## config.mk

```make
export PLATFORM = sky130hd
export DESIGN_NAME = lsu_mem_ctrl
export DESIGN_NICKNAME = d
export VERILOG_FILES = /design/src/rtl/lsu_pkg.sv /design/src/rtl/lsu_mem_ctrl_align.sv /design/src/rtl/lsu_mem_ctrl.sv
export SDC_FILE = /design/constraint.sdc
export NUM_CORES = 1
export LEC_CHECK = 0
export ABC_AREA = 1
export BUFFER_PORTS_ARGS = -buffer_cell sky130_fd_sc_hd__clkbuf_2
export CAP_MARGIN = 15
export CELL_PAD_IN_SITES_DETAIL_PLACEMENT = 0
export CELL_PAD_IN_SITES_GLOBAL_PLACEMENT = 1
export CORE_MARGIN = 5
export CORE_UTILIZATION = 41
export CTS_BUF_LIST = sky130_fd_sc_hd__clkbuf_4 sky130_fd_sc_hd__clkbuf_8
export DETAILED_ROUTE_END_ITERATION = 10
export PLACE_DENSITY = 0.89
export SETUP_SLACK_MARGIN = 0.15
export SLEW_MARGIN = 20
export SYNTH_ARGS = -nofsm -noshare
export SYNTH_HDL_FRONTEND = slang
export SYNTH_SLANG_ARGS = --single-unit
```

## constraint.sdc

```tcl
create_clock -name clk -period 5.67 [get_ports clk]
set_input_delay 1.701 -clock clk [delete_from_list [all_inputs] [get_ports clk]]
set_output_delay 1.701 -clock clk [all_outputs]
set_load 0.005 [all_outputs]
```

## src/rtl/lsu_pkg.sv

```systemverilog
// lsu_pkg: shared types and encodings for the load/store sequencer.
// Holds the FSM state enum, the RV32I load/store funct3 encodings and
// small decode helpers used by lsu_mem_ctrl.
package lsu_pkg;

  // Sequencer states; also driven onto the controller's debug port.
  typedef enum logic [1:0] {
    IDLE   = 2'd0,
    ACCESS = 2'd1,
    WRITE  = 2'd2,
    RESP   = 2'd3
  } state_t;

  // RV32I load/store funct3 encodings
  localparam logic [2:0] F3_B  = 3'b000;
  localparam logic [2:0] F3_H  = 3'b001;
  localparam logic [2:0] F3_W  = 3'b010;
  localparam logic [2:0] F3_BU = 3'b100;
  localparam logic [2:0] F3_HU = 3'b101;

  // Illegal funct3 detection. Loads reject 011/110/111. Stores reject any
  // encoding with bit2 set, and also 011 (the RV64 sd encoding), since no
  // store width exists for it in RV32I.
  function automatic logic f3_illegal(input logic is_store, input logic [2:0] f3);
    logic bad;
    if (is_store) begin
      bad = f3[2] | (f3[1:0] == 2'b11);
    end else begin
      bad = (f3 == 3'b011) | (f3 == 3'b110) | (f3 == 3'b111);
    end
    return bad;
  endfunction

  // Natural-alignment check: halves need addr[0]=0, words need addr[1:0]=0.
  function automatic logic is_misaligned(input logic [2:0] f3, input logic [1:0] addr_lo);
    logic mis;
    case (f3[1:0])
      2'b01:   mis = addr_lo[0];
      2'b10:   mis = (addr_lo != 2'b00);
      default: mis = 1'b0;
    endcase
    return mis;
  endfunction

endpackage

```

## src/rtl/lsu_mem_ctrl_align.sv

```systemverilog
// lsu_align: purely combinational data alignment for the load/store unit.
// Loads: selects the byte/half addressed by addr_lo out of the memory word and
// sign- or zero-extends it. Stores: merges the low byte/half of wdata into the
// memory word at addr_lo (read-modify-write data for sb/sh); sw passes wdata.
// Half accesses look at addr_lo[1] only and word accesses ignore addr_lo, so
// misaligned addresses (when not trapped) simply round down.
module lsu_align
  import lsu_pkg::*;
(
  input  logic [31:0] word,
  input  logic [1:0]  addr_lo,
  input  logic [2:0]  funct3,
  input  logic [31:0] wdata,
  output logic [31:0] load_data,
  output logic [31:0] store_word
);

  logic [7:0]  byte_sel;
  logic [15:0] half_sel;

  // Pick the addressed byte and half out of the memory word.
  always_comb begin
    byte_sel = word[7:0];
    case (addr_lo)
      2'd0: byte_sel = word[7:0];
      2'd1: byte_sel = word[15:8];
      2'd2: byte_sel = word[23:16];
      2'd3: byte_sel = word[31:24];
      default: byte_sel = word[7:0];
    endcase
    half_sel = addr_lo[1] ? word[31:16] : word[15:0];
  end

  // Extend the selected lane according to the load type.
  always_comb begin
    load_data = word;
    case (funct3)
      F3_B:    load_data = {{24{byte_sel[7]}}, byte_sel};
      F3_H:    load_data = {{16{half_sel[15]}}, half_sel};
      F3_BU:   load_data = {24'h0, byte_sel};
      F3_HU:   load_data = {16'h0, half_sel};
      default: load_data = word;
    endcase
  end

  // Merge the store lane into the existing word.
  always_comb begin
    store_word = wdata;
    case (funct3[1:0])
      2'b00: begin
        store_word = word;
        case (addr_lo)
          2'd0: store_word[7:0]   = wdata[7:0];
          2'd1: store_word[15:8]  = wdata[7:0];
          2'd2: store_word[23:16] = wdata[7:0];
          2'd3: store_word[31:24] = wdata[7:0];
          default: store_word[7:0] = wdata[7:0];
        endcase
      end
      2'b01: begin
        store_word = word;
        if (addr_lo[1]) store_word[31:16] = wdata[15:0];
        else            store_word[15:0]  = wdata[15:0];
      end
      default: store_word = wdata;
    endcase
  end

endmodule

```

## src/rtl/lsu_mem_ctrl.sv

```systemverilog
// lsu_mem_ctrl: load/store sequencer between the core memory stage and a
// word-addressed, combinational-read data memory.
// Optional feature macro: LSU_MISALIGN_TRAP_EN -- when defined, misaligned
// half/word accesses fault instead of rounding the address down.
//
// Handshake: a request is taken on a posedge where req_valid && req_ready;
// req_ready is high only in IDLE, all req_* fields are captured on that edge
// and ignored otherwise. The response is a single-cycle resp_valid pulse with
// resp_rdata/resp_fault meaningful only while resp_valid is high. There is no
// backpressure on the response side.
//
// Flow: IDLE -accept-> ACCESS -> (sb/sh only) WRITE -> RESP -> IDLE.
// dbg_state exposes the current FSM state.
module lsu_mem_ctrl
  import lsu_pkg::*;
#(
  parameter int DEPTH = 200,
  parameter int IDX_W = 8
) (
  input  logic             clk,
  input  logic             reset,
  input  logic             req_valid,
  output logic             req_ready,
  input  logic             req_write,
  input  logic [2:0]       req_funct3,
  input  logic [31:0]      req_addr,
  input  logic [31:0]      req_wdata,
  output logic             resp_valid,
  output logic [31:0]      resp_rdata,
  output logic             resp_fault,
  output logic [IDX_W-1:0] mem_addr,
  output logic             mem_write_enable,
  output logic [31:0]      mem_write_data,
  input  logic [31:0]      mem_read_data,
  output state_t           dbg_state
);

  localparam logic [31:0] DEPTH_W = 32'(DEPTH);

  state_t      state_q, state_d;

  // Request fields captured at accept.
  logic        lat_write;
  logic [2:0]  lat_f3;
  logic [31:0] lat_addr;
  logic [31:0] lat_wdata;

  // Datapath registers.
  logic [31:0] merged_q;
  logic [31:0] rdata_q;
  logic        fault_q;

  // Alignment network outputs.
  logic [31:0] load_data;
  logic [31:0] store_word;

  logic        accept;
  logic        idx_oor;
  logic        bad_f3;
  logic        misaligned;
  logic        fault;

  assign accept    = req_valid && req_ready;
  assign mem_addr  = lat_addr[IDX_W+1:2];
  assign dbg_state = state_q;

  lsu_align u_align (
    .word       (mem_read_data),
    .addr_lo    (lat_addr[1:0]),
    .funct3     (lat_f3),
    .wdata      (lat_wdata),
    .load_data  (load_data),
    .store_word (store_word)
  );

  // Fault detection on the latched request. The range check uses the full
  // word index so high address bits beyond IDX_W cannot alias into memory.
  always_comb begin
    idx_oor = ({2'b00, lat_addr[31:2]} >= DEPTH_W);
    bad_f3  = f3_illegal(lat_write, lat_f3);
`ifdef LSU_MISALIGN_TRAP_EN
    misaligned = is_misaligned(lat_f3, lat_addr[1:0]);
`else
    misaligned = 1'b0;
`endif
    fault = idx_oor | bad_f3 | misaligned;
  end

  // FSM state register.
  always_ff @(posedge clk) begin
    if (reset) state_q <= IDLE;
    else       state_q <= state_d;
  end

  // Next-state and Moore/Mealy outputs; reset masks write strobe and response.
  always_comb begin
    state_d          = state_q;
    req_ready        = 1'b0;
    resp_valid       = 1'b0;
    mem_write_enable = 1'b0;
    mem_write_data   = 32'h0;
    case (state_q)
      IDLE: begin
        req_ready = 1'b1;
        if (req_valid) state_d = ACCESS;
      end
      ACCESS: begin
        if (fault || !lat_write) begin
          state_d = RESP;
        end else if (lat_f3 == F3_W) begin
          mem_write_enable = 1'b1;
          mem_write_data   = lat_wdata;
          state_d          = RESP;
        end else begin
          state_d = WRITE;
        end
      end
      WRITE: begin
        mem_write_enable = 1'b1;
        mem_write_data   = merged_q;
        state_d          = RESP;
      end
      RESP: begin
        resp_valid = 1'b1;
        state_d    = IDLE;
      end
      default: state_d = IDLE;
    endcase
    if (reset) begin
      mem_write_enable = 1'b0;
      mem_write_data   = 32'h0;
      resp_valid       = 1'b0;
    end
  end

  // Request capture and datapath registers; results are produced in ACCESS.
  always_ff @(posedge clk) begin
    if (reset) begin
      lat_write <= 1'b0;
      lat_f3    <= 3'b000;
      lat_addr  <= 32'h0;
      lat_wdata <= 32'h0;
      merged_q  <= 32'h0;
      rdata_q   <= 32'h0;
      fault_q   <= 1'b0;
    end else begin
      if (accept) begin
        lat_write <= req_write;
        lat_f3    <= req_funct3;
        lat_addr  <= req_addr;
        lat_wdata <= req_wdata;
      end
      if (state_q == ACCESS) begin
        merged_q <= store_word;
        fault_q  <= fault;
        rdata_q  <= (fault || lat_write) ? 32'h0 : load_data;
      end
    end
  end

  assign resp_rdata = rdata_q;
  assign resp_fault = fault_q;

endmodule

```

== Word level (Yosys, flattened, before mapping) ==
Index checks and enable logic that the tools add are counted.

* ROM bits: 0
* Bits in registers: 135
* Output and inout bits: 78
* RAM bits: 0
* Bits of input ports: 103
* Latch bits: 0
* Memories: 0
* Word-level logic and storage cells: 64

* Divide/modulo/power cells: 0
* Bitwise gates (word level): 4
* Reductions and logical operators: 8
* Order comparisons: 1
* Equal/unequal tests: 16
* Multipliers: 0
* Mux-type cells: 27
* $add $sub $neg: 0
* Shift operators: 0

{| class="wikitable"
|+ Operators with widths
! operator !! count
|-
| $mux 32 || 4
|-
| $pmux 32 s2 || 2
|-
| $pmux 32 s4 || 1
|-
| $mux 16 || 3
|-
| $mux 8 || 4
|-
| $pmux 8 s4 || 1
|-
| $ge 30x8->1 const B || 1
|-
| $eq 3x3->1 const B || 4
|-
| $eq 2x2->1 const B || 5
|-
| $mux 1 || 9
|-
| $pmux 2 s4 || 1
|-
| $eq 2x1->1 const B || 3
|-
| $eq 3x2->1 const B || 2
|-
| $logic_not 2->1 || 3
|-
| $or 1x1->1 || 4
|-
| $eq 3x1->1 const B || 1
|-
| $logic_not 3->1 || 1
|-
| $logic_or 1x1->1 || 2
|-
| $mux 2 || 1
|-
| $ne 2x2->1 const B || 1
|-
| $pmux 1 s2 || 1
|-
| $logic_and 1x1->1 || 1
|-
| $logic_not 1->1 || 1
|}

== Logic depth before layout (Yosys ltp) ==
Gate-level depths: netlist of the first run.

* Word-level depth: 9
* Depth in mapped cells: 11
* Mapped depth without buffers: 10

== Modules after synthesis ==
A second synthesis of the first run with hierarchy kept.

* Cells, all modules: 1131
* Area total of the unflattened synthesis: 7325.8 um2

{| class="wikitable"
|+ Modules (own cells, without submodules)
! module !! cells each !! area each (um2) !! times used
|-
| lsu_mem_ctrl || 801 || 5728.0 || 1
|-
| lsu_align || 330 || 1597.8 || 1
|}

== Least setup slack after synthesis of the first run ==
Ideal clock, no wire load.

* Path type: in2out
* Start: input reset
* End: output mem_write_data[10]
* Buffers on the path: 2
* Stages on the path: 5
* Data required time: 3969 ps
* Setup slack: 1480 ps
* Data arrival time: 2489 ps
* Cells stage by stage: clkbuf_1 inv_1 nand2_1 clkbuf_1 a21oi_1

* Cells in the longest elaborated chain, start to end: 1

{| class="wikitable"
|+ Ends and longest elaborated chain
! element !! RTL line !! RTL
|-
| from (decl) || lsu_mem_ctrl.sv:21 || <nowiki>input logic reset,</nowiki>
|-
| $mux 32 || lsu_mem_ctrl.sv:129 || <nowiki>if (reset) begin</nowiki>
|-
| to (decl) || lsu_mem_ctrl.sv:33 || <nowiki>output logic [31:0] mem_write_data,</nowiki>
|}

Every way passes these cells.

== Worst setup path in the final report of the first run ==
* Start: register lat_f3[1]
* End: output mem_write_data[28]

* Cells in the longest elaborated chain, start to end: 9

{| class="wikitable"
|+ Ends and longest elaborated chain
! element !! RTL line !! RTL
|-
| from (decl) || lsu_mem_ctrl.sv:44 || <nowiki>logic [2:0] lat_f3;</nowiki>
|-
| from (signal assigned) || lsu_mem_ctrl.sv:149 || <nowiki>lat_f3 <= req_funct3;</nowiki>
|-
| $eq 3x2->1 / $eq 3x3->1 (equally long branches) || lsu_pkg.sv:29 || <nowiki>bad = (f3 == 3'b011) | (f3 == 3'b110) | (f3 == 3'b111);</nowiki>
|-
| $or 1x1->1 (2 in a row) || lsu_pkg.sv:29 ||
|-
| $mux 1 || lsu_pkg.sv:26 || <nowiki>if (is_store) begin</nowiki>
|-
| $or 1x1->1 || lsu_mem_ctrl.sv:86 || <nowiki>fault = idx_oor | bad_f3 | misaligned;</nowiki>
|-
| $logic_or 1x1->1 || lsu_mem_ctrl.sv:108 || <nowiki>if (fault || !lat_write) begin</nowiki>
|-
| $mux 32 (*) || lsu_mem_ctrl.sv:108 ||
|-
| $pmux 32 s2 (*) || lsu_mem_ctrl.sv:102 || <nowiki>case (state_q)</nowiki>
|-
| $mux 32 (*) || lsu_mem_ctrl.sv:129 ||
|}

Mark *: on every way between the ends. The rest lies on a longest branch, timed or not.

==> impl_metrics.prom, run 1 <==
# TYPE chip_impl_metric gauge
chip_impl_info{name="run_status",value="complete, no violations"} 1
chip_impl_metric{name="antenna_found_initial",unit=""} 0
chip_impl_metric{name="detail_route.wirelength",unit="mm"} 23.9
chip_impl_metric{name="layout.cell_area.non_filler",unit="mm^2"} 0.00834
chip_impl_metric{name="floorplan.die_area",unit="mm^2"} 0.0200
chip_impl_metric{name="fp-row-count",unit=""} 48
chip_impl_info{name="largest_area_contributor_in_the_netlist",value="sky130_fd_sc_hd__dfxtp_1"} 1
chip_impl_metric{name="timing.hold.ws",unit="ps"} 455
chip_impl_metric{name="cts_buffer_depth",unit=""} 2
chip_impl_metric{name="post_synth_instance_area",unit="mm^2"} 0.00708
chip_impl_info{name="timing_worst_setup_path_type",value="flop to output pin"} 1
chip_impl_metric{name="synth_cell_types",unit=""} 32
chip_impl_metric{name="die_width",unit="um"} 141
chip_impl_metric{name="worst_slew_margin_rel",unit="%"} 36.2
chip_impl_metric{name="vdd_ir_drop_max",unit="mV"} 0.213
chip_impl_metric{name="final_min_period_over_clock_period",unit="%"} 82.1
chip_impl_metric{name="power-per-cell-area",unit="mW/mm^2"} 414
chip_impl_metric{name="setup_tns",unit="ps"} 0
chip_impl_metric{name="numClockSinks",unit=""} 135
chip_impl_metric{name="post_drt_via_cell_ratio",unit=""} 5.20
chip_impl_info{name="crit_path_top_delay_cell",value="sky130_fd_sc_hd__nor2_2"} 1
chip_impl_metric{name="ys.warnings.count",unit=""} 0
chip_impl_metric{name="total_global_route_track_usage",unit="%"} 23.6
chip_impl_metric{name="global_route_wire_length_before_repair",unit="mm"} 37.4
chip_impl_info{name="synth_commonest_cells",value="sky130_fd_sc_hd__nor2_1 (177), sky130_fd_sc_hd__nand2_1 (170), sky130_fd_sc_hd__dfxtp_1 (135), sky130_fd_sc_hd__a21oi_1 (128), sky130_fd_sc_hd__o21ai_0 (125)"} 1
chip_impl_metric{name="area_growth_syn_to_layout",unit="%"} 17.7
chip_impl_info{name="clk_root_buf",value="sky130_fd_sc_hd__clkbuf_8"} 1
chip_impl_info{name="worstHoldPathType",value="flop to flop"} 1
chip_impl_metric{name="clk_pin_slew",unit="ps"} 70
chip_impl_metric{name="synth-seq-cells",unit=""} 135
chip_impl_info{name="worstSetupStartpointType",value="flop"} 1
chip_impl_metric{name="cts.htree.levels",unit=""} 4
chip_impl_metric{name="number_of_primary_i_o_pins",unit=""} 181
chip_impl_metric{name="ys_async_sr_fraction",unit="%"} 0
chip_impl_metric{name="timing.final.max_slew_violations",unit=""} 0
chip_impl_metric{name="skew",unit="ps"} 12.9
chip_impl_metric{name="cts_inserted_buffers",unit=""} 17
chip_impl_metric{name="number_of_maximum_capacitance_constraint_violations",unit=""} 0
chip_impl_metric{name="yosysTopAreaCellShare",unit="%"} 38.2
chip_impl_metric{name="post_synthesis_area_per_instance",unit="um^2"} 6.56
chip_impl_metric{name="timing.critical_path.slowest_cell_delay",unit="ps"} 500
chip_impl_metric{name="final-hold-violation-count",unit=""} 0
chip_impl_info{name="synth_top_flop_cell",value="sky130_fd_sc_hd__dfxtp_1"} 1
chip_impl_metric{name="place_congestion",unit=""} 0.945
chip_impl_metric{name="detailroute.via_count",unit=""} 7475
chip_impl_metric{name="grt-ovfl-total",unit=""} 0
chip_impl_metric{name="drt_drc",unit=""} 0
chip_impl_metric{name="core_area",unit="mm^2"} 0.0171
chip_impl_info{name="netlist_top_cells_area",value="sky130_fd_sc_hd__dfxtp_1 (38%), sky130_fd_sc_hd__nor2_1 (9.4%), sky130_fd_sc_hd__a21oi_1 (9.0%), sky130_fd_sc_hd__nand2_1 (9.0%), sky130_fd_sc_hd__o21ai_0 (8.8%)"} 1
chip_impl_metric{name="path_buf_inv",unit=""} 5
chip_impl_metric{name="arrival",unit="ps"} 2960
chip_impl_metric{name="cp_max_fo",unit=""} 24
chip_impl_metric{name="post_synth_inst_count",unit=""} 1079
chip_impl_metric{name="fp.dieH",unit="um"} 141
chip_impl_info{name="path_delay_family",value="buffers and inverters"} 1
chip_impl_metric{name="net_count_of_the_finished_layout",unit=""} 1308
chip_impl_metric{name="vias_in_the_first_global_route",unit=""} 6951
chip_impl_metric{name="finalSetupViolations",unit=""} 0
chip_impl_metric{name="share_of_final_layout_standard_cells_stronger_than_drive_strength_1",unit="%"} 20.0
chip_impl_metric{name="insertion_delay_of_the_later_clocked_pin_in_the_worst_skew_pair",unit="ps"} 460
chip_impl_info{name="tritoncts",value="done"} 1
chip_impl_metric{name="max_freq",unit="MHz"} 215
chip_impl_metric{name="post_dp_cell_area",unit="mm^2"} 0.00796
chip_impl_metric{name="dp_hpwl",unit="mm"} 17.6
chip_impl_metric{name="final_util",unit="%"} 48.7
chip_impl_metric{name="port-buffer-count",unit=""} 180
chip_impl_metric{name="final_cells",unit=""} 1438
chip_impl_metric{name="final_antenna_net_count",unit=""} 0
chip_impl_metric{name="ctsResizeCount",unit=""} 0
chip_impl_metric{name="fill_cells",unit=""} 1827
chip_impl_metric{name="dr.pass1.iters",unit=""} 5
chip_impl_metric{name="floorplan.initialDensity",unit="%"} 41.4
chip_impl_metric{name="reg2reg_slack",unit="ps"} 2820
chip_impl_metric{name="worstMarginPinSlew",unit="ps"} 956
chip_impl_info{name="most_frequent_cell_after_synthesis",value="sky130_fd_sc_hd__nor2_1"} 1
chip_impl_metric{name="antenna_cells_inserted",unit=""} 0
chip_impl_metric{name="maximum_number_of_pins_on_one_net_before_global_route_repair",unit=""} 95
chip_impl_metric{name="data_required_critical_path",unit="ps"} 3970
chip_impl_metric{name="power_leakage",unit="nW"} 3.63
chip_impl_info{name="worstSetupEndpointType",value="output pin"} 1
chip_impl_metric{name="syn_nets",unit=""} 1186
chip_impl_info{name="grt_setup_unrepaired",value="false"} 1
chip_impl_metric{name="count_of_flip_flops_with_a_built_in_enable_after_synthesis",unit=""} 0
chip_impl_info{name="timing.critical_path.cells",value="buf_4 > inv_2 > a21oi_2 > nor2_2 > inv_1 > nor2_2 > buf_4 > nand4_1 > a21oi_1 > clkbuf_2"} 1
chip_impl_metric{name="cts-hold-fix-buffers",unit=""} 0
chip_impl_metric{name="finalCriticalPeriod",unit="ps"} 4660
chip_impl_metric{name="post-place-cells",unit=""} 1407
chip_impl_metric{name="cts.repair_timing.setup_buffer_count",unit=""} 0
chip_impl_metric{name="drt_iter0_markers",unit=""} 533
chip_impl_metric{name="routedWlPerCell",unit="um"} 16.6
chip_impl_metric{name="synth_sequential_area_ratio",unit="%"} 38.2
==> flip-flops by register name (all words and copies together), names as in the netlist <==
| signal | flops |
|---|---|
| dbg_state | 2 |
| resp_rdata | 32 |
| resp_fault | 1 |
| lat_addr | 32 |
| lat_wdata | 32 |
| lat_f3 | 3 |
| lat_write | 1 |
| merged_q | 32 |
==> final cells by class <==
cell class	instances	area (um^2)	share of cell area [%]
tap	225	282	3.38
inverter	126	473	5.67
sequential	135	2700	32.4
timing repair buffer	190	976	11.7
multi-input combinational	731	3520	42.2
clock buffer	19	255	3.06
clock inverter	12	129	1.55
==> worst reg2reg max path: stages (launching register included) <==
cell and delay, ps:
sky130_fd_sc_hd__dfxtp_1 750, sky130_fd_sc_hd__clkinv_1 620, sky130_fd_sc_hd__nor2_1 840, sky130_fd_sc_hd__nand2_1 110
sky130_fd_sc_hd__o21ai_1 110, sky130_fd_sc_hd__inv_1 50, sky130_fd_sc_hd__nand2_1 50, sky130_fd_sc_hd__nand4_1 90
sky130_fd_sc_hd__a21oi_1 160
==> per-stage QoR <==
| stage | setup WS [ps] | total power, W |
|---|---|---|
| after floorplan | 1480 | 0.00230 |
| after global placement | 1190 | 0.00266 |
| after detailed placement | 1150 | 0.00268 |
| after CTS | 999 | 0.00346 |
| after global routing | 771 | 0.00371 |
| final | 1010 | 0.00346 |
==> layout by cell type (no fill, tap or decap), types with 3 or more instances in the layout <==
cell type and count:
sky130_fd_sc_hd__buf_4 10, sky130_fd_sc_hd__a21oi_1 128, sky130_fd_sc_hd__a221oi_1 8, sky130_fd_sc_hd__nand2_1 169, sky130_fd_sc_hd__a41oi_1 4, sky130_fd_sc_hd__ha_1 3, sky130_fd_sc_hd__o21ai_1 6, sky130_fd_sc_hd__o211ai_1 20
sky130_fd_sc_hd__clkinvlp_4 3, sky130_fd_sc_hd__inv_2 5, sky130_fd_sc_hd__clkinv_2 4, sky130_fd_sc_hd__nand3_1 16, sky130_fd_sc_hd__dfxtp_1 135, sky130_fd_sc_hd__inv_1 119, sky130_fd_sc_hd__nand4_1 48, sky130_fd_sc_hd__nand2_2 4
sky130_fd_sc_hd__clkbuf_8 18, sky130_fd_sc_hd__clkbuf_2 180, sky130_fd_sc_hd__o21ai_0 125, sky130_fd_sc_hd__nor2_1 177, sky130_fd_sc_hd__o221ai_1 9
==> worst paths after layout <==
kind                             end  cells after the start         start
setup reg to reg      resp_rdata[10]                      8   lat_addr[1]
hold reg to reg         lat_addr[25]                      2  lat_addr[25]
hold / removal          lat_addr[25]                      2  lat_addr[25]
setup / recovery  mem_write_data[28]                     10     lat_f3[1]
==> cell families (layout without fill, tap and decap cells) <==
kind of cell	Yosys count	in the layout	share of synthesized area (%)
compound gates	302	302	23.2
fa+ha+maj	4	4	0.707
flops	135	135	38.2
simple gates	425	425	25.5
buf+inv	213	347	12.4
==> power breakdown <==
part | switching, W | leakage (nW) | internal, W | total [W]
clock network | 0.000381 | 0.191 | 0.000403 | 0.000784
registers | 0.000150 | 1.11 | 0.00116 | 0.00131
logic | 0.000970 | 2.34 | 0.000388 | 0.00136
==> metal layers <==
layer,GRT usage [%],vias up,wire (um)
met5,0,-,0
met4,7.27,0,587
met3,6.17,39,2030
met2,37.3,292,10800
met1,31.6,3357,10500
li1,-,3787,-
Note: power is estimated with default switching activity, not from simulation.
==> inputs of run 2 (changes only) <==
--- a/config.mk
+++ b/config.mk
@@ -5,16 +5,16 @@
 export SDC_FILE = /design/constraint.sdc
 export NUM_CORES = 1
 export LEC_CHECK = 0
-export ABC_AREA = 1
+export ABC_AREA = 0
 export BUFFER_PORTS_ARGS = -buffer_cell sky130_fd_sc_hd__clkbuf_2
 export CAP_MARGIN = 15
 export CELL_PAD_IN_SITES_DETAIL_PLACEMENT = 0
 export CELL_PAD_IN_SITES_GLOBAL_PLACEMENT = 1
 export CORE_MARGIN = 5
-export CORE_UTILIZATION = 41
+export CORE_UTILIZATION = 39
 export CTS_BUF_LIST = sky130_fd_sc_hd__clkbuf_4 sky130_fd_sc_hd__clkbuf_8
 export DETAILED_ROUTE_END_ITERATION = 10
-export PLACE_DENSITY = 0.89
+export PLACE_DENSITY = 0.83
 export SETUP_SLACK_MARGIN = 0.15
 export SLEW_MARGIN = 20
 export SYNTH_ARGS = -nofsm -noshare
==> constraint.sdc (replaced) <==
create_clock -name clk -period 4.7 [get_ports clk]
set_input_delay 1.41 -clock clk [delete_from_list [all_inputs] [get_ports clk]]
set_output_delay 1.41 -clock clk [all_outputs]
set_load 0.005 [all_outputs]
==> run 2 against run 1 <==
Compared with the run above: non-clock buffer count increased by 4; cell area decreased by 6.8%; routed wire length is 11% lower; largest power group is now sequential cells; clock power rose by 39%; total power rose by 16%.
==> impl_metrics.prom, run 2 <==
# TYPE chip_impl_metric gauge
chip_impl_metric{name="cts_inserted_buffers",unit=""} 17
chip_impl_info{name="run_status",value="complete, no violations"} 1
chip_impl_info{name="most_frequent_cell_after_synthesis",value="sky130_fd_sc_hd__nand2_1"} 1
chip_impl_metric{name="p_int",unit="W"} 0.00251
chip_impl_metric{name="number_of_primary_i_o_pins",unit=""} 181
chip_impl_metric{name="fill_cells",unit=""} 1726
chip_impl_metric{name="antenna_found_initial",unit=""} 0
chip_impl_metric{name="floorplan.die_area",unit="mm^2"} 0.0191
chip_impl_metric{name="final-hold-violation-count",unit=""} 0
chip_impl_metric{name="worst_slew_margin_rel",unit="%"} 40.6
chip_impl_metric{name="ys_async_sr_fraction",unit="%"} 0
chip_impl_info{name="timing_worst_setup_path_type",value="input port to output pin"} 1
chip_impl_metric{name="sw_share",unit="%"} 37.4
chip_impl_info{name="path_delay_family",value="buffers and inverters"} 1
chip_impl_metric{name="layout_setup_ws",unit="ps"} 666
chip_impl_info{name="clk_root_buf",value="sky130_fd_sc_hd__clkbuf_8"} 1
chip_impl_metric{name="dr.pass1.iters",unit=""} 5
chip_impl_metric{name="timing.final.max_slew_violations",unit=""} 0
chip_impl_metric{name="net_count_of_the_finished_layout",unit=""} 1058
chip_impl_info{name="timing.rr.end",value="merged_q[7]"} 1
chip_impl_metric{name="syn_nets",unit=""} 922
chip_impl_info{name="hold_path_end",value="resp_rdata[26]"} 1
chip_impl_metric{name="maximum_number_of_pins_on_one_net_before_global_route_repair",unit=""} 62
chip_impl_info{name="grt_most_used_layer",value="met2"} 1
chip_impl_metric{name="floorplan.initialDensity",unit="%"} 39.3
chip_impl_metric{name="final_antenna_net_count",unit=""} 0
chip_impl_metric{name="yosysTopAreaCellShare",unit="%"} 42.1
chip_impl_metric{name="post_synth_instance_area",unit="mm^2"} 0.00642
chip_impl_metric{name="post_synth_inst_count",unit=""} 815
chip_impl_metric{name="fp-row-count",unit=""} 47
chip_impl_metric{name="grtUsageMet3",unit="%"} 4.45
chip_impl_metric{name="power.combinational.fraction",unit="%"} 32.6
chip_impl_info{name="tritoncts",value="done"} 1
chip_impl_metric{name="numClockSinks",unit=""} 135
chip_impl_metric{name="detail_route.wirelength",unit="mm"} 21.3
chip_impl_metric{name="drt_iter0_markers",unit=""} 497
chip_impl_metric{name="place_congestion",unit=""} 0.823
chip_impl_metric{name="data_required_critical_path",unit="ps"} 3290
chip_impl_metric{name="timing.critical_path.slowest_cell_delay",unit="ps"} 260
chip_impl_info{name="synth_top_flop_cell",value="sky130_fd_sc_hd__dfxtp_1"} 1
chip_impl_metric{name="finalSetupViolations",unit=""} 0
chip_impl_metric{name="ys.warnings.count",unit=""} 0
chip_impl_info{name="worst_path_most_repeated_cell",value="sky130_fd_sc_hd__buf_4"} 1
chip_impl_metric{name="global_route_wire_length_before_repair",unit="mm"} 33.6
chip_impl_metric{name="port-buffer-count",unit=""} 180
chip_impl_metric{name="area_growth_syn_to_layout",unit="%"} 21.0
chip_impl_metric{name="worst_r2r_path_depth",unit=""} 5
chip_impl_info{name="layout_common_cells",value="sky130_fd_sc_hd__nand2_1 (212), sky130_fd_sc_hd__clkbuf_2 (179), sky130_fd_sc_hd__dfxtp_1 (135), sky130_fd_sc_hd__a21oi_1 (93), sky130_fd_sc_hd__nor2_1 (49)"} 1
chip_impl_metric{name="dp_slack",unit="ps"} 676
chip_impl_metric{name="cts_buffer_depth",unit=""} 2
chip_impl_metric{name="antenna_cells_inserted",unit=""} 0
chip_impl_metric{name="switchingPower",unit="W"} 0.00150
chip_impl_metric{name="power-per-cell-area",unit="mW/mm^2"} 517
chip_impl_info{name="grt_setup_unrepaired",value="false"} 1
chip_impl_metric{name="synth_sequential_area_ratio",unit="%"} 42.1
chip_impl_metric{name="final_util",unit="%"} 47.5
chip_impl_metric{name="path_buf_inv",unit=""} 3
chip_impl_metric{name="drt_drc",unit=""} 0
chip_impl_metric{name="dp_hpwl",unit="mm"} 15.4
chip_impl_info{name="worstSetupEndpointType",value="output pin"} 1
chip_impl_metric{name="synth-seq-cells",unit=""} 135
chip_impl_info{name="timing.critical_path.cells",value="buf_4 > nand2b_1 > nor3_1 > and2_1 > buf_4 > a22o_1 > clkbuf_2"} 1
chip_impl_metric{name="synth_cell_types",unit=""} 49
chip_impl_metric{name="setup_tns",unit="ps"} 0
chip_impl_info{name="synth_commonest_cells",value="sky130_fd_sc_hd__nand2_1 (213), sky130_fd_sc_hd__dfxtp_1 (135), sky130_fd_sc_hd__a21oi_1 (93), sky130_fd_sc_hd__nor2_1 (51), sky130_fd_sc_hd__clkbuf_1 (42)"} 1
chip_impl_info{name="layout.cells.most_common",value="sky130_fd_sc_hd__nand2_1"} 1
chip_impl_metric{name="clock_power_share",unit="%"} 27.1
chip_impl_metric{name="post_drt_via_cell_ratio",unit=""} 5.37
chip_impl_metric{name="insertion_delay_of_the_later_clocked_pin_in_the_worst_skew_pair",unit="ps"} 440
chip_impl_info{name="worstSetupStartpointType",value="input port"} 1
chip_impl_metric{name="total_global_route_track_usage",unit="%"} 21.9
chip_impl_metric{name="power_frac_seq",unit="%"} 40.3
chip_impl_metric{name="count_of_flip_flops_with_a_built_in_enable_after_synthesis",unit=""} 0
chip_impl_info{name="source_of_the_worst_register_to_register_timing_path",value="lat_addr[0]"} 1
chip_impl_metric{name="grt-ovfl-total",unit=""} 0
chip_impl_metric{name="post_synthesis_area_per_instance",unit="um^2"} 7.88
chip_impl_metric{name="timing.hold.ws",unit="ps"} 445
chip_impl_metric{name="grt.met2_usage",unit="%"} 34.0
chip_impl_metric{name="reg2reg_slack",unit="ps"} 2210
chip_impl_info{name="crit_path_top_delay_cell",value="sky130_fd_sc_hd__buf_4"} 1
chip_impl_metric{name="ctsResizeCount",unit=""} 0
chip_impl_metric{name="die_width",unit="um"} 138
chip_impl_metric{name="hold_depth",unit=""} 2
chip_impl_metric{name="core_area",unit="mm^2"} 0.0163
chip_impl_metric{name="clk_pin_slew",unit="ps"} 70
chip_impl_metric{name="cp_max_fo",unit=""} 22
chip_impl_metric{name="worstMarginPinSlew",unit="ps"} 887
chip_impl_metric{name="vdd_ir_drop_max",unit="mV"} 0.212
chip_impl_metric{name="share_of_final_layout_standard_cells_stronger_than_drive_strength_1",unit="%"} 26.2
chip_impl_info{name="hold_start",value="resp_rdata[26]"} 1
chip_impl_metric{name="vias_in_the_first_global_route",unit=""} 5951
chip_impl_metric{name="skew",unit="ps"} 11.9
chip_impl_metric{name="cts.repair_timing.setup_buffer_count",unit=""} 0
chip_impl_metric{name="power_leakage",unit="nW"} 3.23
chip_impl_metric{name="cts.htree.levels",unit=""} 4
chip_impl_metric{name="max_freq",unit="MHz"} 248
chip_impl_metric{name="arrival",unit="ps"} 2620
chip_impl_metric{name="cts-hold-fix-buffers",unit=""} 0
chip_impl_metric{name="totalPowerFinal",unit="W"} 0.00402
chip_impl_info{name="netlist_top_cells_area",value="sky130_fd_sc_hd__dfxtp_1 (42%), sky130_fd_sc_hd__nand2_1 (12%), sky130_fd_sc_hd__a21oi_1 (7.2%), sky130_fd_sc_hd__a22o_1 (4.4%), sky130_fd_sc_hd__nor2_1 (3.0%)"} 1
chip_impl_metric{name="fp.dieH",unit="um"} 138
chip_impl_metric{name="finalCriticalPeriod",unit="ps"} 4030
chip_impl_metric{name="routedWlPerCell",unit="um"} 18.0
chip_impl_info{name="largest_area_contributor_in_the_netlist",value="sky130_fd_sc_hd__dfxtp_1"} 1
chip_impl_metric{name="final_min_period_over_clock_period",unit="%"} 85.8
chip_impl_metric{name="grtUsageMet1",unit="%"} 30.6
chip_impl_metric{name="detailroute.via_count",unit=""} 6357
chip_impl_info{name="worstHoldPathType",value="flop to flop"} 1
chip_impl_metric{name="number_of_maximum_capacitance_constraint_violations",unit=""} 0
run 2: cell count changes in the layout (fill, tap and decap cells not counted), sizes merged, moves of 19 or more:
cell / before / now
a21oi: 129 / 93
a22o: 0 / 32
inv: 125 / 6
nand2: 175 / 214
nand4: 49 / 2
nor2: 181 / 52
o211ai: 20 / 1
o21ai: 131 / 46
run 2: through the flow:
step / area [um^2] / instances
3_5_place_dp: 7320 / 1152
2_1_floorplan: 6420 / 815
4_1_cts: 7770 / 1184
3_3_place_gp: 7320 / 1152
5_1_grt: 7770 / 1184
6_report: 7770 / 1184
run 2: per-layer routing:
metal	routed length (um)	share of wire, %	vias to the layer above
li1	-	-	3114
met1	9790	46	2964
met5	0	0	-
met4	452	2.1	0
met3	1440	6.8	33
met2	9640	45	246
run 2: cells by family after synthesis:
| kind of cell | count (synthesis) | share of synthesized area (%) |
|---|---|---|
| buf+inv | 83 | 6.47 |
| compound gates | 251 | 25.2 |
| mux | 25 | 4.05 |
| flops | 135 | 42.1 |
| fa+ha+maj | 4 | 0.779 |
| simple gates | 317 | 21.4 |
run 2: worst max path at each step:
| stage | from | end | slack, ps | cells past startpoint |
|---|---|---|---|---|
| 2_1_floorplan | reset | mem_write_data[10] | 950 | 7 |
| 3_3_place_gp | reset | mem_write_data[1] | 690 | 7 |
| 3_5_place_dp | reset | mem_write_data[1] | 680 | 7 |
| 4_1_cts | reset | mem_write_data[1] | 670 | 7 |
| 5_1_grt | lat_f3[0] | mem_write_data[1] | 570 | 8 |
| 6_report | reset | mem_write_data[1] | 670 | 7 |
run 2: worst register-to-register path, cell delays in order (launching register included):
cell,delay [ps]
sky130_fd_sc_hd__dfxtp_1,700
sky130_fd_sc_hd__nor2b_1,610
sky130_fd_sc_hd__nor2_1,150
sky130_fd_sc_hd__nor2_4,410
sky130_fd_sc_hd__mux2i_1,340
sky130_fd_sc_hd__a211oi_1,120
run 2: area by class of cell:
class | instances | area (um^2) | share of cell area (%)
tap | 220 | 275 | 3.54
clock inverter | 9 | 145 | 1.87
timing repair buffer | 194 | 1010 | 13.0
sequential | 135 | 2700 | 34.8
multi-input combinational | 597 | 3310 | 42.6
clock buffer | 23 | 304 | 3.91
inverter | 6 | 22.5 | 0.290
run 2: power groups by stage:
stage	clock (W)	combinational (W)	sequential (W)
after detailed placement	0	0.00131	0.00164
after global placement	0	0.00130	0.00165
after floorplan	0	0.000997	0.00154
final	0.00109	0.00131	0.00162
after CTS	0.00111	0.00131	0.00162
after global routing	0.00116	0.00146	0.00164
==> inputs of run 3 (changes only) <==
--- a/config.mk
+++ b/config.mk
@@ -14,7 +14,8 @@
 export CORE_UTILIZATION = 39
 export CTS_BUF_LIST = sky130_fd_sc_hd__clkbuf_4 sky130_fd_sc_hd__clkbuf_8
 export DETAILED_ROUTE_END_ITERATION = 10
-export PLACE_DENSITY = 0.83
+export PLACE_DENSITY_LB_ADDON = 0.05
+export RECOVER_POWER = 50
 export SETUP_SLACK_MARGIN = 0.15
 export SLEW_MARGIN = 20
 export SYNTH_ARGS = -nofsm -noshare
==> run 3 against run 2 <==
Compared with the run above: the run now ends with capacitance limit, slew limit left; die area did not move; clock skew fell by 4.0 ps; critical path depth did not move; hold slack improved by 0.98 ps; total power fell by 1.4%; final cell count fell by 0.25%; routed wire length rose by 0.65%; sequential cell count did not move; register-to-register slack got worse by 930 ps; worst setup slack got worse by 200 ps; critical path type unchanged; largest cell class unchanged; highest routed layer unchanged.
==> impl_metrics.prom, run 3 (synthesis results as in run 2) <==
# TYPE chip_impl_metric gauge
chip_impl_metric{name="numClockSinks",unit=""} 135
chip_impl_metric{name="sw_share",unit="%"} 38.2
chip_impl_metric{name="floorplan.die_area",unit="mm^2"} 0.0191
chip_impl_info{name="layout.cells.most_common",value="sky130_fd_sc_hd__nand2_1"} 1
chip_impl_metric{name="insertion_delay_of_the_later_clocked_pin_in_the_worst_skew_pair",unit="ps"} 450
chip_impl_metric{name="cts_inserted_buffers",unit=""} 17
chip_impl_metric{name="place_congestion",unit=""} 0.871
chip_impl_metric{name="cts.repair_timing.setup_buffer_count",unit=""} 0
chip_impl_metric{name="cts-hold-fix-buffers",unit=""} 0
chip_impl_metric{name="power.combinational.fraction",unit="%"} 33.0
chip_impl_metric{name="drt_iter0_markers",unit=""} 402
chip_impl_metric{name="maximum_number_of_pins_on_one_net_before_global_route_repair",unit=""} 86
chip_impl_metric{name="skew",unit="ps"} 7.84
chip_impl_info{name="worstHoldPathType",value="flop to flop"} 1
chip_impl_metric{name="total_global_route_track_usage",unit="%"} 21.8
chip_impl_metric{name="die_width",unit="um"} 138
chip_impl_metric{name="finalCriticalPeriod",unit="ps"} 4230
chip_impl_info{name="tritoncts",value="done"} 1
chip_impl_metric{name="arrival",unit="ps"} 2820
chip_impl_metric{name="vias_in_the_first_global_route",unit=""} 6091
chip_impl_info{name="layout_common_cells",value="sky130_fd_sc_hd__nand2_1 (213), sky130_fd_sc_hd__clkbuf_2 (154), sky130_fd_sc_hd__dfxtp_1 (135), sky130_fd_sc_hd__a21oi_1 (93), sky130_fd_sc_hd__nor2_1 (49)"} 1
chip_impl_info{name="run_status",value="complete, but fails checks"} 1
chip_impl_metric{name="dp_hpwl",unit="mm"} 15.8
chip_impl_metric{name="antenna_cells_inserted",unit=""} 0
chip_impl_metric{name="area_growth_syn_to_layout",unit="%"} 20.1
chip_impl_metric{name="final_cells",unit=""} 1181
chip_impl_metric{name="final_antenna_net_count",unit=""} 0
chip_impl_metric{name="data_required_critical_path",unit="ps"} 3290
chip_impl_metric{name="core_area",unit="mm^2"} 0.0163
chip_impl_metric{name="drt_drc",unit=""} 0
chip_impl_metric{name="final-hold-violation-count",unit=""} 0
chip_impl_info{name="clk_root_buf",value="sky130_fd_sc_hd__clkbuf_8"} 1
chip_impl_metric{name="power_leakage",unit="nW"} 3.10
chip_impl_metric{name="floorplan.initialDensity",unit="%"} 39.3
chip_impl_metric{name="clock_power_share",unit="%"} 25.8
chip_impl_info{name="worstSetupStartpointType",value="input port"} 1
chip_impl_info{name="failed_checks",value="capacitance limit, slew limit"} 1
chip_impl_metric{name="max_freq",unit="MHz"} 236
chip_impl_metric{name="routedWlPerCell",unit="um"} 18.2
chip_impl_metric{name="fill_cells",unit=""} 1728
chip_impl_metric{name="grt-ovfl-total",unit=""} 0
chip_impl_metric{name="power-per-cell-area",unit="mW/mm^2"} 513
chip_impl_metric{name="detailroute.via_count",unit=""} 6243
chip_impl_metric{name="grtUsageMet1",unit="%"} 28.3
chip_impl_metric{name="post_drt_via_cell_ratio",unit=""} 5.29
chip_impl_metric{name="number_of_primary_i_o_pins",unit=""} 181
chip_impl_metric{name="timing.final.max_slew_violations",unit=""} 135
chip_impl_metric{name="grtUsageMet3",unit="%"} 6.66
chip_impl_metric{name="share_of_final_layout_standard_cells_stronger_than_drive_strength_1",unit="%"} 22.8
chip_impl_metric{name="fp.dieH",unit="um"} 138
chip_impl_metric{name="cts.htree.levels",unit=""} 4
chip_impl_metric{name="worst_slew_margin_rel",unit="%"} -58.7
chip_impl_metric{name="worstMarginPinSlew",unit="ps"} 2380
chip_impl_metric{name="port-buffer-count",unit=""} 180
chip_impl_metric{name="grt.met2_usage",unit="%"} 35.5
chip_impl_info{name="grt_most_used_layer",value="met2"} 1
chip_impl_metric{name="antenna_found_initial",unit=""} 0
chip_impl_info{name="timing_worst_setup_path_type",value="input port to output pin"} 1
chip_impl_metric{name="detail_route.wirelength",unit="mm"} 21.5
chip_impl_metric{name="net_count_of_the_finished_layout",unit=""} 1057
chip_impl_metric{name="switchingPower",unit="W"} 0.00151
chip_impl_metric{name="clk_pin_slew",unit="ps"} 80
chip_impl_metric{name="global_route_wire_length_before_repair",unit="mm"} 33.4
chip_impl_metric{name="power_frac_seq",unit="%"} 41.2
chip_impl_metric{name="vdd_ir_drop_max",unit="mV"} 0.227
chip_impl_metric{name="ctsResizeCount",unit=""} 0
chip_impl_metric{name="cts_buffer_depth",unit=""} 2
chip_impl_info{name="worstSetupEndpointType",value="output pin"} 1
chip_impl_metric{name="p_int",unit="W"} 0.00245
chip_impl_metric{name="finalSetupViolations",unit=""} 0
chip_impl_metric{name="number_of_maximum_capacitance_constraint_violations",unit=""} 2
chip_impl_metric{name="final_min_period_over_clock_period",unit="%"} 90.0
chip_impl_metric{name="cp_max_fo",unit=""} 22
chip_impl_metric{name="dr.pass1.iters",unit=""} 5
chip_impl_metric{name="setup_tns",unit="ps"} 0
chip_impl_metric{name="post-place-cells",unit=""} 1151
chip_impl_info{name="grt_setup_unrepaired",value="false"} 1
chip_impl_metric{name="fp-row-count",unit=""} 47
run 3: cell count changes in the layout (fill, tap and decap cells not counted), sizes merged:
cell / change
clkinvlp: +4
clkbuf: -5
buf: -2
run 3: critical path, cell delays in order:
cell	delay [ps]
sky130_fd_sc_hd__clkbuf_1	100
sky130_fd_sc_hd__nand2b_1	160
sky130_fd_sc_hd__nor3_1	160
sky130_fd_sc_hd__and2_1	480
sky130_fd_sc_hd__buf_12	230
sky130_fd_sc_hd__a22o_1	160
sky130_fd_sc_hd__clkbuf_2	110
run 3: area by class of cell:
type,count,area [um^2],area share (%)
multi-input combinational,597,3310,42.9
sequential,135,2700,35.0
timing repair buffer,193,983,12.8
tap,220,275,3.57
clock buffer,17,234,3.03
clock inverter,13,183,2.37
inverter,6,22.5,0.292
run 3: final timing paths:
check / from / end / slack (ps) / cells past startpoint
worst max-delay path: reset / mem_write_data[12] / 470 / 7
worst min-delay path: resp_rdata[27] / resp_rdata[27] / 450 / 2
worst max register to register: dbg_state[0] / lat_wdata[27] / 1280 / 6
worst min register to register: resp_rdata[27] / resp_rdata[27] / 450 / 2
run 3: power by group through the flow:
stage | logic [W] | clock network (W) | registers [W]
global placement | 0.00128 | 0 | 0.00165
global route | 0.00147 | 0.00109 | 0.00166
finish | 0.00131 | 0.00102 | 0.00163
CTS | 0.00132 | 0.00105 | 0.00163
detailed placement | 0.00131 | 0 | 0.00165
floorplan | 0.000997 | 0 | 0.00154
run 3: routing by layer:
metal / up-vias / wire length [um] / share of wire, %
met5: - / 0 / 0
met1: 2905 / 9620 / 45
met4: 0 / 346 / 1.6
met3: 26 / 1390 / 6.5
met2: 210 / 10100 / 47
li1: 3102 / - / -
run 3: per-stage QoR:
step	hold slack, ps	setup slack (ps)	area [um^2]	power (W)	util [%]
2_1_floorplan	437	945	6420	0.00254	-
3_3_place_gp	432	541	7340	0.00293	44.9
3_5_place_dp	439	454	7350	0.00296	44.9
4_1_cts	450	453	7760	0.00400	47.5
5_1_grt	475	351	7710	0.00422	47.2
6_report	446	469	7710	0.00396	47.2
